`src/rtl/reward_effect_manager.sv`:
```
// Timed power-up manager: NUM_TYPES independent effect channels, each an IDLE/ACTIVE/RECOVER countdown.
// Optional REWARD_STACK_EN: a load while ACTIVE adds DURATION (saturating) instead of reloading.
module reward_effect_manager #(
  parameter int                   NUM_TYPES     = 3,
  parameter int                   TYPE_W        = 2,
  parameter int                   POS_W         = 6,
  parameter int                   CNT_W         = 10,
  parameter int                   TICK_DIV      = 20000000,
  parameter int                   DURATION      = 30,
  parameter logic [NUM_TYPES-1:0] RECOVER_MASK  = 3'b010,
  parameter int                   RECOVER_TICKS = 10
) (
  input  logic                       clk,
  input  logic                       rst_n,
  input  logic [1:0]                 game_status,
  input  logic [POS_W-1:0]           head_x,
  input  logic [POS_W-1:0]           head_y,
  input  logic                       reward_valid,
  input  logic [POS_W-1:0]           reward_x,
  input  logic [POS_W-1:0]           reward_y,
  input  logic [TYPE_W-1:0]          reward_type,
  input  logic [NUM_TYPES-1:0]       force_sw,
  output logic                       collect_ack,
  output logic [NUM_TYPES-1:0]       effect_active,
  output logic [NUM_TYPES-1:0]       effect_recover,
  output logic [NUM_TYPES*CNT_W-1:0] effect_remain
);

  typedef enum logic [1:0] {
    S_IDLE    = 2'd0,
    S_ACTIVE  = 2'd1,
    S_RECOVER = 2'd2
  } state_t;

  localparam int PS_W = (TICK_DIV > 1) ? $clog2(TICK_DIV) : 1;
  localparam logic [PS_W-1:0]  PS_MAX = PS_W'(TICK_DIV - 1);
  localparam logic [CNT_W-1:0] DUR_C  = CNT_W'(DURATION);
  localparam logic [CNT_W-1:0] REC_C  = CNT_W'(RECOVER_TICKS);

  logic            playing;
  logic [PS_W-1:0] presc;
  logic            tick;
  logic            hit;
  logic            hit_prev;
  logic            hit_rise;

  assign playing  = (game_status == 2'b10);
  assign tick     = playing && (presc == PS_MAX);
  assign hit      = reward_valid && (head_x == reward_x) && (head_y == reward_y) &&
                    (reward_type != '0) && (reward_type <= TYPE_W'(NUM_TYPES));
  assign hit_rise = hit && !hit_prev;

  always_ff @(posedge clk or negedge rst_n) begin
    if (!rst_n) begin
      presc <= '0;
    end else if (!playing) begin
      presc <= '0;
    end else if (presc == PS_MAX) begin
      presc <= '0;
    end else begin
      presc <= presc + 1'b1;
    end
  end

  // A collection is its rising edge: one ack, and one load, per arrival of the head on the reward.
  always_ff @(posedge clk or negedge rst_n) begin
    if (!rst_n) begin
      hit_prev    <= 1'b0;
      collect_ack <= 1'b0;
    end else if (!playing) begin
      hit_prev    <= 1'b0;
      collect_ack <= 1'b0;
    end else begin
      hit_prev    <= hit;
      collect_ack <= hit_rise;
    end
  end

  for (genvar k = 0; k < NUM_TYPES; k++) begin : g_chan
    state_t           state_q;
    logic [CNT_W-1:0] remain_q;
    logic             active_q;
    logic             recover_q;
    logic             load;

    assign load = force_sw[k] || (hit_rise && (reward_type == TYPE_W'(k + 1)));

`ifdef REWARD_STACK_EN
    logic [CNT_W:0] stacked;
    assign stacked = {1'b0, remain_q} + {1'b0, DUR_C};
`endif

    // Load beats tick; the countdown exits on the tick that finds remain at 1.
    always_ff @(posedge clk or negedge rst_n) begin
      if (!rst_n) begin
        state_q   <= S_IDLE;
        remain_q  <= '0;
        active_q  <= 1'b0;
        recover_q <= 1'b0;
      end else if (!playing) begin
        state_q   <= S_IDLE;
        remain_q  <= '0;
        active_q  <= 1'b0;
        recover_q <= 1'b0;
      end else if (load) begin
        state_q   <= S_ACTIVE;
        active_q  <= 1'b1;
        recover_q <= 1'b0;
`ifdef REWARD_STACK_EN
        if (state_q == S_ACTIVE) begin
          remain_q <= stacked[CNT_W] ? '1 : stacked[CNT_W-1:0];
        end else begin
          remain_q <= DUR_C;
        end
`else
        remain_q  <= DUR_C;
`endif
      end else if (tick) begin
        case (state_q)
          S_ACTIVE: begin
            if (remain_q <= CNT_W'(1)) begin
              if (RECOVER_MASK[k]) begin
                state_q   <= S_RECOVER;
                remain_q  <= REC_C;
                active_q  <= 1'b0;
                recover_q <= 1'b1;
              end else begin
                state_q   <= S_IDLE;
                remain_q  <= '0;
                active_q  <= 1'b0;
                recover_q <= 1'b0;
              end
            end else begin
              remain_q <= remain_q - 1'b1;
            end
          end
          S_RECOVER: begin
            if (remain_q <= CNT_W'(1)) begin
              state_q   <= S_IDLE;
              remain_q  <= '0;
              active_q  <= 1'b0;
              recover_q <= 1'b0;
            end else begin
              remain_q <= remain_q - 1'b1;
            end
          end
          default: begin
            state_q   <= S_IDLE;
            remain_q  <= '0;
            active_q  <= 1'b0;
            recover_q <= 1'b0;
          end
        endcase
      end
    end

    assign effect_active[k]                = active_q;
    assign effect_recover[k]               = recover_q;
    assign effect_remain[k*CNT_W +: CNT_W] = remain_q;
  end

endmodule
```
`config.mk`:
```
export PLATFORM = sky130hd
export DESIGN_NAME = reward_effect_manager
export DESIGN_NICKNAME = d
export VERILOG_FILES = /design/src/rtl/reward_effect_manager.sv
export SDC_FILE = /design/constraint.sdc
export NUM_CORES = 1
export LEC_CHECK = 0
export ABC_AREA = 1
export CAP_MARGIN = 30
export CORE_AREA = 8 8 112 83
export DETAILED_ROUTE_END_ITERATION = 12
export DIE_AREA = 0 0 120 91
export GPL_ROUTABILITY_DRIVEN = 0
export PLACE_DENSITY_LB_ADDON = 0.2
export SLEW_MARGIN = 20
export SYNTH_ARGS = -nofsm -noshare
export SYNTH_HDL_FRONTEND = slang
export SYNTH_SLANG_ARGS = --single-unit
```
`constraint.sdc`:
```
create_clock -name clk -period 4.3 [get_ports clk]
set_input_delay 0.43 -clock clk [delete_from_list [all_inputs] [get_ports clk]]
set_output_delay 0.43 -clock clk [all_outputs]
set_load 0.05 [all_outputs]
```
# Word-level counts from Yosys, hierarchy flattened
# Cells that the tools add are included.
# op_classes
eq_ne	21
n_reduce_logical	21
n_lt_le_gt_ge	4
muxes	60
addsub	4
# op_table
op	count
2-to-1 mux 10 bit	15
2-to-1 mux 25 bit	2
<= comparator 10 x 1 -> 1 bit (second input constant)	3
2-to-1 mux 2 bit	15
subtractor 10 x 1 -> 10 bit (second input constant)	3
adder 25 x 1 -> 25 bit (second input constant)	1
equality test 25 bit (second input constant)	1
2-to-1 mux 1 bit	25
case mux 10 bit (2 select lines)	1
equality test 2 bit (second input constant)	6
equality test 6 bit	2
inequality test 4 x 2 -> 1 bit (second input constant)	3
logical AND 1 bit	9
inequality test 3 x 1 -> 1 bit (second input constant)	3
equality test 2 x 1 -> 1 bit (second input constant)	4
inequality test 4 bit (second input constant)	2
AND reduction 2 bit	3
OR reduction 2 bit	3
case mux 2 bit (2 select lines)	1
logical OR 1 bit	3
AND reduction 3 bit	1
<= comparator 2 bit (second input constant)	1
case mux 1 bit (2 select lines)	1
nonzero test 2 bit	1
logical NOT 1 bit	1
# totals
input_bits	34
ff_bits	69
wordCells	125
output_inout_bits	37

# Logic depth before layout (Yosys ltp)
# Gate-level depths: netlist (run 1).
# logic_depth
depth_word	10
mapped_depth	13
ltp_nobuf	13

# Least setup slack after synthesis (run 1)
# No wires, ideal clock.
# synth_path
kind	register -> register
start	reg g_chan[1].remain_q[0]
end	reg g_chan[1].remain_q[9]
slack_ps	2246
period_less_slack_ps	2054
setup_time_ps	73
arrival_ps	1981
path_buffers	0
stages_incl_launch_ff	14
required_ps	4227
path_cell_list	dfrtp_1 > inv_1 > ha_1 > nor2_1 > nor2_1 > nand2_1 > nor2_1 > nor2_1 > nand2_1 > inv_1 > nand2_1 > nand2_1 > nand2_1 > a21oi_2
# synth_between
elab_chain_cells	6
elab_cells_between_ends	8
classes_between	add/sub (1); order compare (1); mux (6)
# synth_rtl
element	line_no	rtl
from (decl)	81	logic [CNT_W-1:0] remain_q;
from (signal assigned)	134	remain_q <= remain_q - 1'b1;
from (signal assigned)	144	remain_q <= remain_q - 1'b1;
subtractor 10 x 1 -> 10 bit or <= comparator 10 x 1 -> 1 bit (tied branches)	--	
2-to-1 mux 10 bit, on equally long branches	138, 121	
case mux 10 bit (2 select lines) (*)	119	case (state_q)
2-to-1 mux 10 bit (*)	118	end else if (tick) begin
2-to-1 mux 10 bit (*)	105	end else if (load) begin
2-to-1 mux 10 bit (*)	100	end else if (!playing) begin
# Every way passes the cells marked *; elsewhere a longest branch is shown, timed or not. The select of a mux whose other input is x is not followed.
# A chain may end at the register's enable or synchronous reset.

# Worst setup path after layout (run 1)
# layout_path
start	in game_status[1]
end	reg presc[11]
# layout_between
elab_chain_cells	2
# layout_rtl
element	line_no	rtl
from (decl)	15	input logic [1:0] game_status,
equality test 2 bit	47	assign playing = (game_status == 2'b10);
2-to-1 mux 25 bit	56	end else if (!playing) begin
to (signal assigned)	61	presc <= presc + 1'b1;
to (decl)	41	logic [PS_W-1:0] presc;
# No other way between the ends.

==> results of run 1 <==
-- state kept, by name (all words and copies together), names as in the netlist --
register          flops
collect_ack           1
g_chan.active_q       2
g_chan.recover_q      1
g_chan.remain_q      30
g_chan.state_q        2
hit_prev              1
presc                25
-- layer usage --
metal	up-vias	GRT usage (%)	wire length (um)
li1	2056	-	-
met1	1870	28.6	5270
met2	165	28.3	4450
met3	10	6.49	931
met4	0	4.66	79
met5	-	0	0
-- path summary, 6_finish.rpt --
| check | start | end | slack, ns | depth (start not counted) |
|---|---|---|---|---|
| max in group asynchronous | rst_n | g_chan[0].remain_q[5] | 3.53 | 2 |
| min reg2reg | hit_prev | collect_ack | 0.46 | 1 |
| max | game_status[1] | presc[11] | 1.83 | 9 |
| min in group clk | hit_prev | collect_ack | 0.46 | 1 |
| max reg2reg | presc[0] | presc[11] | 1.96 | 9 |
| min | rst_n | g_chan[2].remain_q[4] | 0.23 | 2 |
-- cells in the final DEF (no fill, tap or decap), types with 2 or more instances in the layout --
master / netlist / layout
nand3_4: 3 / 3
nor3_1: 14 / 14
nand3_2: 2 / 2
clkbuf_8: 0 / 12
xor2_1: 19 / 19
nand2_1: 146 / 146
dfrtp_1: 62 / 62
nand4_1: 30 / 30
nand3_1: 51 / 51
inv_1: 77 / 77
o21ai_0: 10 / 10
o21ai_2: 3 / 3
nor2_2: 6 / 6
buf_4: 6 / 2
nor4_1: 7 / 7
nand2_2: 6 / 6
xnor2_1: 8 / 8
inv_4: 3 / 3
inv_2: 4 / 4
o211ai_1: 2 / 2
nor2_4: 5 / 5
clkdlybuf4s50_1: 0 / 67
nor2_1: 87 / 87
ha_1: 9 / 9
o21ai_1: 4 / 4
conb_1: 1 / 2
nor3_2: 2 / 2
nor3b_1: 2 / 2
a21oi_2: 2 / 2
a21oi_1: 12 / 12
-- logic make-up (layout without fill, tap and decap cells) --
group	Yosys count	count (layout)	synth area share, %
simple gates	367	367	40.4
buf+inv	95	169	9.84
flops	62	62	36.4
compound gates	36	36	5.00
xor+xnor	27	27	5.55
fa+ha+maj	9	9	2.64
other cells	1	2	0.0881
-- through the flow --
stage | instances | cell area, sq um | util, %
final | 773 | 5190 | 68.3
after global routing | 773 | 5190 | 68.3
after CTS | 773 | 5190 | 68.3
after detailed placement | 758 | 4980 | 65.5
after global placement | 758 | 4980 | 65.5
after floorplan | 598 | 4260 | -
-- cell usage after synthesis (4+ instances only) --
| master | number | share of area [%] |
|---|---|---|
| nand2_1 | 146 | 13 |
| nor2_1 | 87 | 7.7 |
| inv_1 | 77 | 6.8 |
| dfrtp_1 | 62 | 36 |
| nand3_1 | 51 | 6.0 |
| nand4_1 | 30 | 4.4 |
| xor2_1 | 19 | 3.9 |
| nor3_1 | 14 | 1.6 |
| a21oi_1 | 12 | 1.4 |
| o21ai_0 | 10 | 1.2 |
| ha_1 | 9 | 2.6 |
| xnor2_1 | 8 | 1.6 |
| nor4_1 | 7 | 1.0 |
| buf_4 | 6 | 1.1 |
| nand2_2 | 6 | 0.88 |
| nor2_2 | 6 | 0.88 |
| nor2_4 | 5 | 1.3 |
| inv_2 | 4 | 0.35 |
| o21ai_1 | 4 | 0.47 |
-- power by group --
part           leakage (nW)  switching (W)  internal [W]  total, W
combinational          1.47       0.000156     0.0000910  0.000247
clock                 0.104       0.000228      0.000311  0.000539
sequential            0.855      0.0000149      0.000593  0.000608
-- cell type report --
cell class	count	area (sq um)	area share (%)
multi-input combinational	441	2290	44.1
sequential	62	1550	29.9
timing repair buffer	70	691	13.3
inverter	84	323	6.22
clock buffer	12	165	3.18
tap	101	126	2.43
clock inverter	3	42.5	0.820
==> metrics.cfg, run 1 <==
[drt]
drc_errors = 0
drt_iter0_markers = 422
vias = 4101
postRouteAntennaNets = 0
drtPass1Iterations = 5
routed_wirelength_mm = 10.7
avgRoutedWirePerCell_um = 13.9
viasPerCell = 5.31

[worst_setup_path]
crit_path_start_kind = primary input
worstPathMaxFanout = 20
slowest_stage = nor2_4
crit_chain = clkdlybuf4s50_1 > inv_1 > nor2_2 > buf_4 > inv_1 > nor2_4 > inv_2 > a21oi_1 > o21a_1
end_kind = flip-flop
cp.required_ns = 4.58
slowest_delay_ns = 0.63
path_class = in2reg
cp.arrival_ns = 2.75
cp_top_family = buffers and inverters
cp_common_cell = inv_1
crit_buf_inv = 5

[global_route]
grt_pass1_wl_mm = 18.0
antenna_found_initial = 0
grt_usage_pct = 20.0
grt_pass1_vias = 3774
grt_start_max_net_pins = 63
grt_overflow = 0

[layout]
n_fill_cell = 663
drive_gt1_share_pct = 8.48
n_antenna_cell = 0
area_delta_synth_final_pct = 21.9
nets = 711

[cts]
cts_setup_buffers = 0
clk_latency_ns = 0.35
cts_root_buf = clkbuf_8
cts.sinks = 62
cts_tree = done
cts_resized = 0
cts.path.max_buffers = 2
cts_made_buffers = 9
htree_levels = 3
cts.clk_slew.worst_paths_ns = 0.08
holdBufCountCts = 0

[power]
power_w = 0.00139
ir_drop_v = 0.000142
p_leak_nw = 2.43
power_density_nw_per_um2 = 269

[timing]
fin_crit_ns = 2.47
fin_skew_ns = 0.0123
maxSlewViolCount = 0
max_slew_margin_pct = 48.2
rsz0062_at_grt = no
setup_viol_count_final = 0
period_share_pct = 57.4
whs_ns = 0.235
fmax_ghz = 0.405
worst_slack_ns = 1.83
worst_pin_slew_ns = 0.776
fin_setup_tns_ns = 0
hold_violations = 0

[floorplan]
die-area_sq_um = 10900
fp-row-count = 27
dieHeight_um = 91
start_util_pct = 56.0
core_area_sq_um = 7600
io_pins = 71
die_x_um = 120

[logic_synthesis]
synthArstFlopShare_pct = 100
synth_cell_types = 41
ys_seq_elements = 62
yosysSeqAreaShare_pct = 36.4
synth-edff-count = 0
synth_area_per_cell_sq_um = 7.13
synth_area_sq_um = 4260
yosysWarningCount = 0
syn_inst = 597
ys_dominant_reg_cell = dfrtp_1

[placed_design]
portBuffers = 68
pre_cts_slack_ns = 1.50
post-dp-hpwl_mm = 8.24

[hold_path]
hold_class = in2async

[flow_run]
cap_violations = 0

[run_status]
status = finished clean

Note: power is estimated with default switching activity, not from simulation.
==> inputs of run 2 (changes only) <==
- CORE_AREA: 8 8 112 83 -> 8 8 121 89
- DIE_AREA: 0 0 120 91 -> 0 0 129 97
- clock period: 4.3 -> 2 ns (I/O delays scaled with it)
==> run 2 against run 1 <==
Effect of this change: clock power rose to 2.7 times the previous value; final cell count rose by 5.2%; wire length rose by 5.6%; count of clock-buffer cells in the layout did not move; die area rose by 15%; first-iteration DRC count fell by 26%; design area rose by 4.9%; non-clock buffer count rose by 16; register-to-register slack got worse by 1.9 ns; sequential share of layout area fell by 1.4 points; critical path depth rose by 1; flip-flop and latch count did not move.
==> metrics.cfg, run 2 (synthesis gave the netlist of run 1 again) <==
[timing]
fin_crit_ns = 1.89
fin_skew_ns = 0.00748
worst_slack_ns = 0.109
fmax_ghz = 0.529
fin_setup_tns_ns = 0
hold_violations = 0
max_slew_margin_pct = 59.3
setup_viol_count_final = 0
worst_pin_slew_ns = 0.611
period_share_pct = 94.6
maxSlewViolCount = 0

[drt]
drt_iter0_markers = 311
routed_wirelength_mm = 11.3
avgRoutedWirePerCell_um = 13.9
postRouteAntennaNets = 0
drtPass1Iterations = 4
drc_errors = 0
vias = 4190
viasPerCell = 5.15

[worst_setup_path]
r2r-start = presc[0]
end_kind = flip-flop
cp.required_ns = 2.22
crit_chain = ha_2 > nand4_1 > nor2_4 > nand2_2 > nor2_2 > nand3_2 > inv_2 > nand2_1 > o21ai_1 > a21oi_1
slowest_delay_ns = 0.42
slowest_stage = dfrtp_1
worstPathMaxFanout = 5
crit_path_start_kind = flip-flop
cp.arrival_ns = 2.11
path_class = reg2reg
critPathLaunch = presc[0]

[power]
power_density_nw_per_um2 = 607
p_leak_nw = 2.54
ir_drop_v = 0.000393
power_w = 0.00330

[layout]
fin_cells = 813
area_delta_synth_final_pct = 27.9
largest_reg_flops = 30
top_register = g_chan.remain_q
fin_area_sq_um = 5450
final_common_cell = nand2_1
n_fill_cell = 818
drive_gt1_share_pct = 10.7
final_cell_mix = nand2_1 (146), nor2_1 (86), inv_1 (77)
n_antenna_cell = 0
nets = 727
top_regs = g_chan.remain_q x30, presc x25

[cts]
clk_latency_ns = 0.34
cts_made_buffers = 9
cts.path.max_buffers = 2
cts_root_buf = clkbuf_16
cts.clk_slew.worst_paths_ns = 0.05
cts.sinks = 62
cts_tree = done
htree_levels = 3

[floorplan]
io_pins = 71
dieHeight_um = 97
fp-row-count = 29
start_util_pct = 47.9
die_x_um = 129
die-area_sq_um = 12500
core_area_sq_um = 8890

[global_route]
grt_start_max_net_pins = 38
grt_overflow = 0
grt_usage_pct = 18.9
grt_pass1_vias = 4067
grt_pass1_wl_mm = 19.2
antenna_found_initial = 0

[placed_design]
portBuffers = 68
placedCellCount = 794
post-dp-hpwl_mm = 8.70
pre_cts_slack_ns = -0.0151
placed_area_sq_um = 5150

[hold_path]
hold_class = in2async

[flow_run]
cap_violations = 0

[run_status]
status = finished clean

[run 2: cell count changes in the layout (fill, tap and decap cells not counted), sizes merged]
cell	previous run	this run
dlygate4sd3	0	1
buf	3	18
bufinv	1	0
clkinv	1	3
[run 2: worst paths after layout]
path                            depth (start not counted)  slack (ns)                     to
worst max-delay path                                   10        0.11              presc[24]
worst min-delay path                                    2        0.41              presc[17]
worst max register to register                         10        0.11              presc[24]
worst min register to register                          1        0.45            collect_ack
max in group asynchronous                               3        0.97  g_chan[1].remain_q[0]
min in group clk                                        1        0.45            collect_ack
[run 2: layout make-up]
cell class | instances | area (sq um) | area share (%)
timing repair buffer | 86 | 851 | 15.6
sequential | 62 | 1550 | 28.5
clock inverter | 4 | 22.5 | 0.414
tap | 124 | 155 | 2.85
inverter | 84 | 323 | 5.93
multi-input combinational | 441 | 2300 | 42.2
clock buffer | 12 | 246 | 4.53
[run 2: repair_timing]
item                                   in CTS  in global routing
setup endpoints to repair                   0                  4
buffers inserted                            0                  2
gates resized for setup                     0                  2
hold buffers                                1                  0
endpoints found under the hold margin      25                  0
[run 2: critical path, delay by kind of cell (launching register included)]
family | cells | cell delay (ns)
and+or+nand+nor | 6 | 0.85
DFF | 1 | 0.42
adders and majority gates | 1 | 0.23
AOI/OAI and AO/OA | 2 | 0.17
buffers and inverters | 1 | 0.11
[run 2: metal layers]
metal | GRT usage [%] | routed length, um | vias to the layer above
li1 | - | - | 2091
met1 | 25.4 | 5320 | 1949
met2 | 28.3 | 5050 | 140
met3 | 6.74 | 845 | 10
met4 | 4.50 | 109 | 0
met5 | 0 | 0 | -
[run 2: power by group]
group	switching [W]	leakage (nW)	total, W	internal (W)
clock	0.000560	0.132	0.00143	0.000865
combinational	0.000346	1.56	0.000568	0.000222
sequential	0.0000325	0.853	0.00131	0.00128
total	0.000939	2.54	0.00330	0.00236
[run 2: metrics by stage]
stage | utilization, % | hold WS, ns
after detailed placement | 57.9 | 0.245
final | 61.3 | 0.412
after CTS | 61.0 | 0.440
after floorplan | - | -0.0956
after global placement | 57.9 | 0.246
after global routing | 61.3 | 0.455
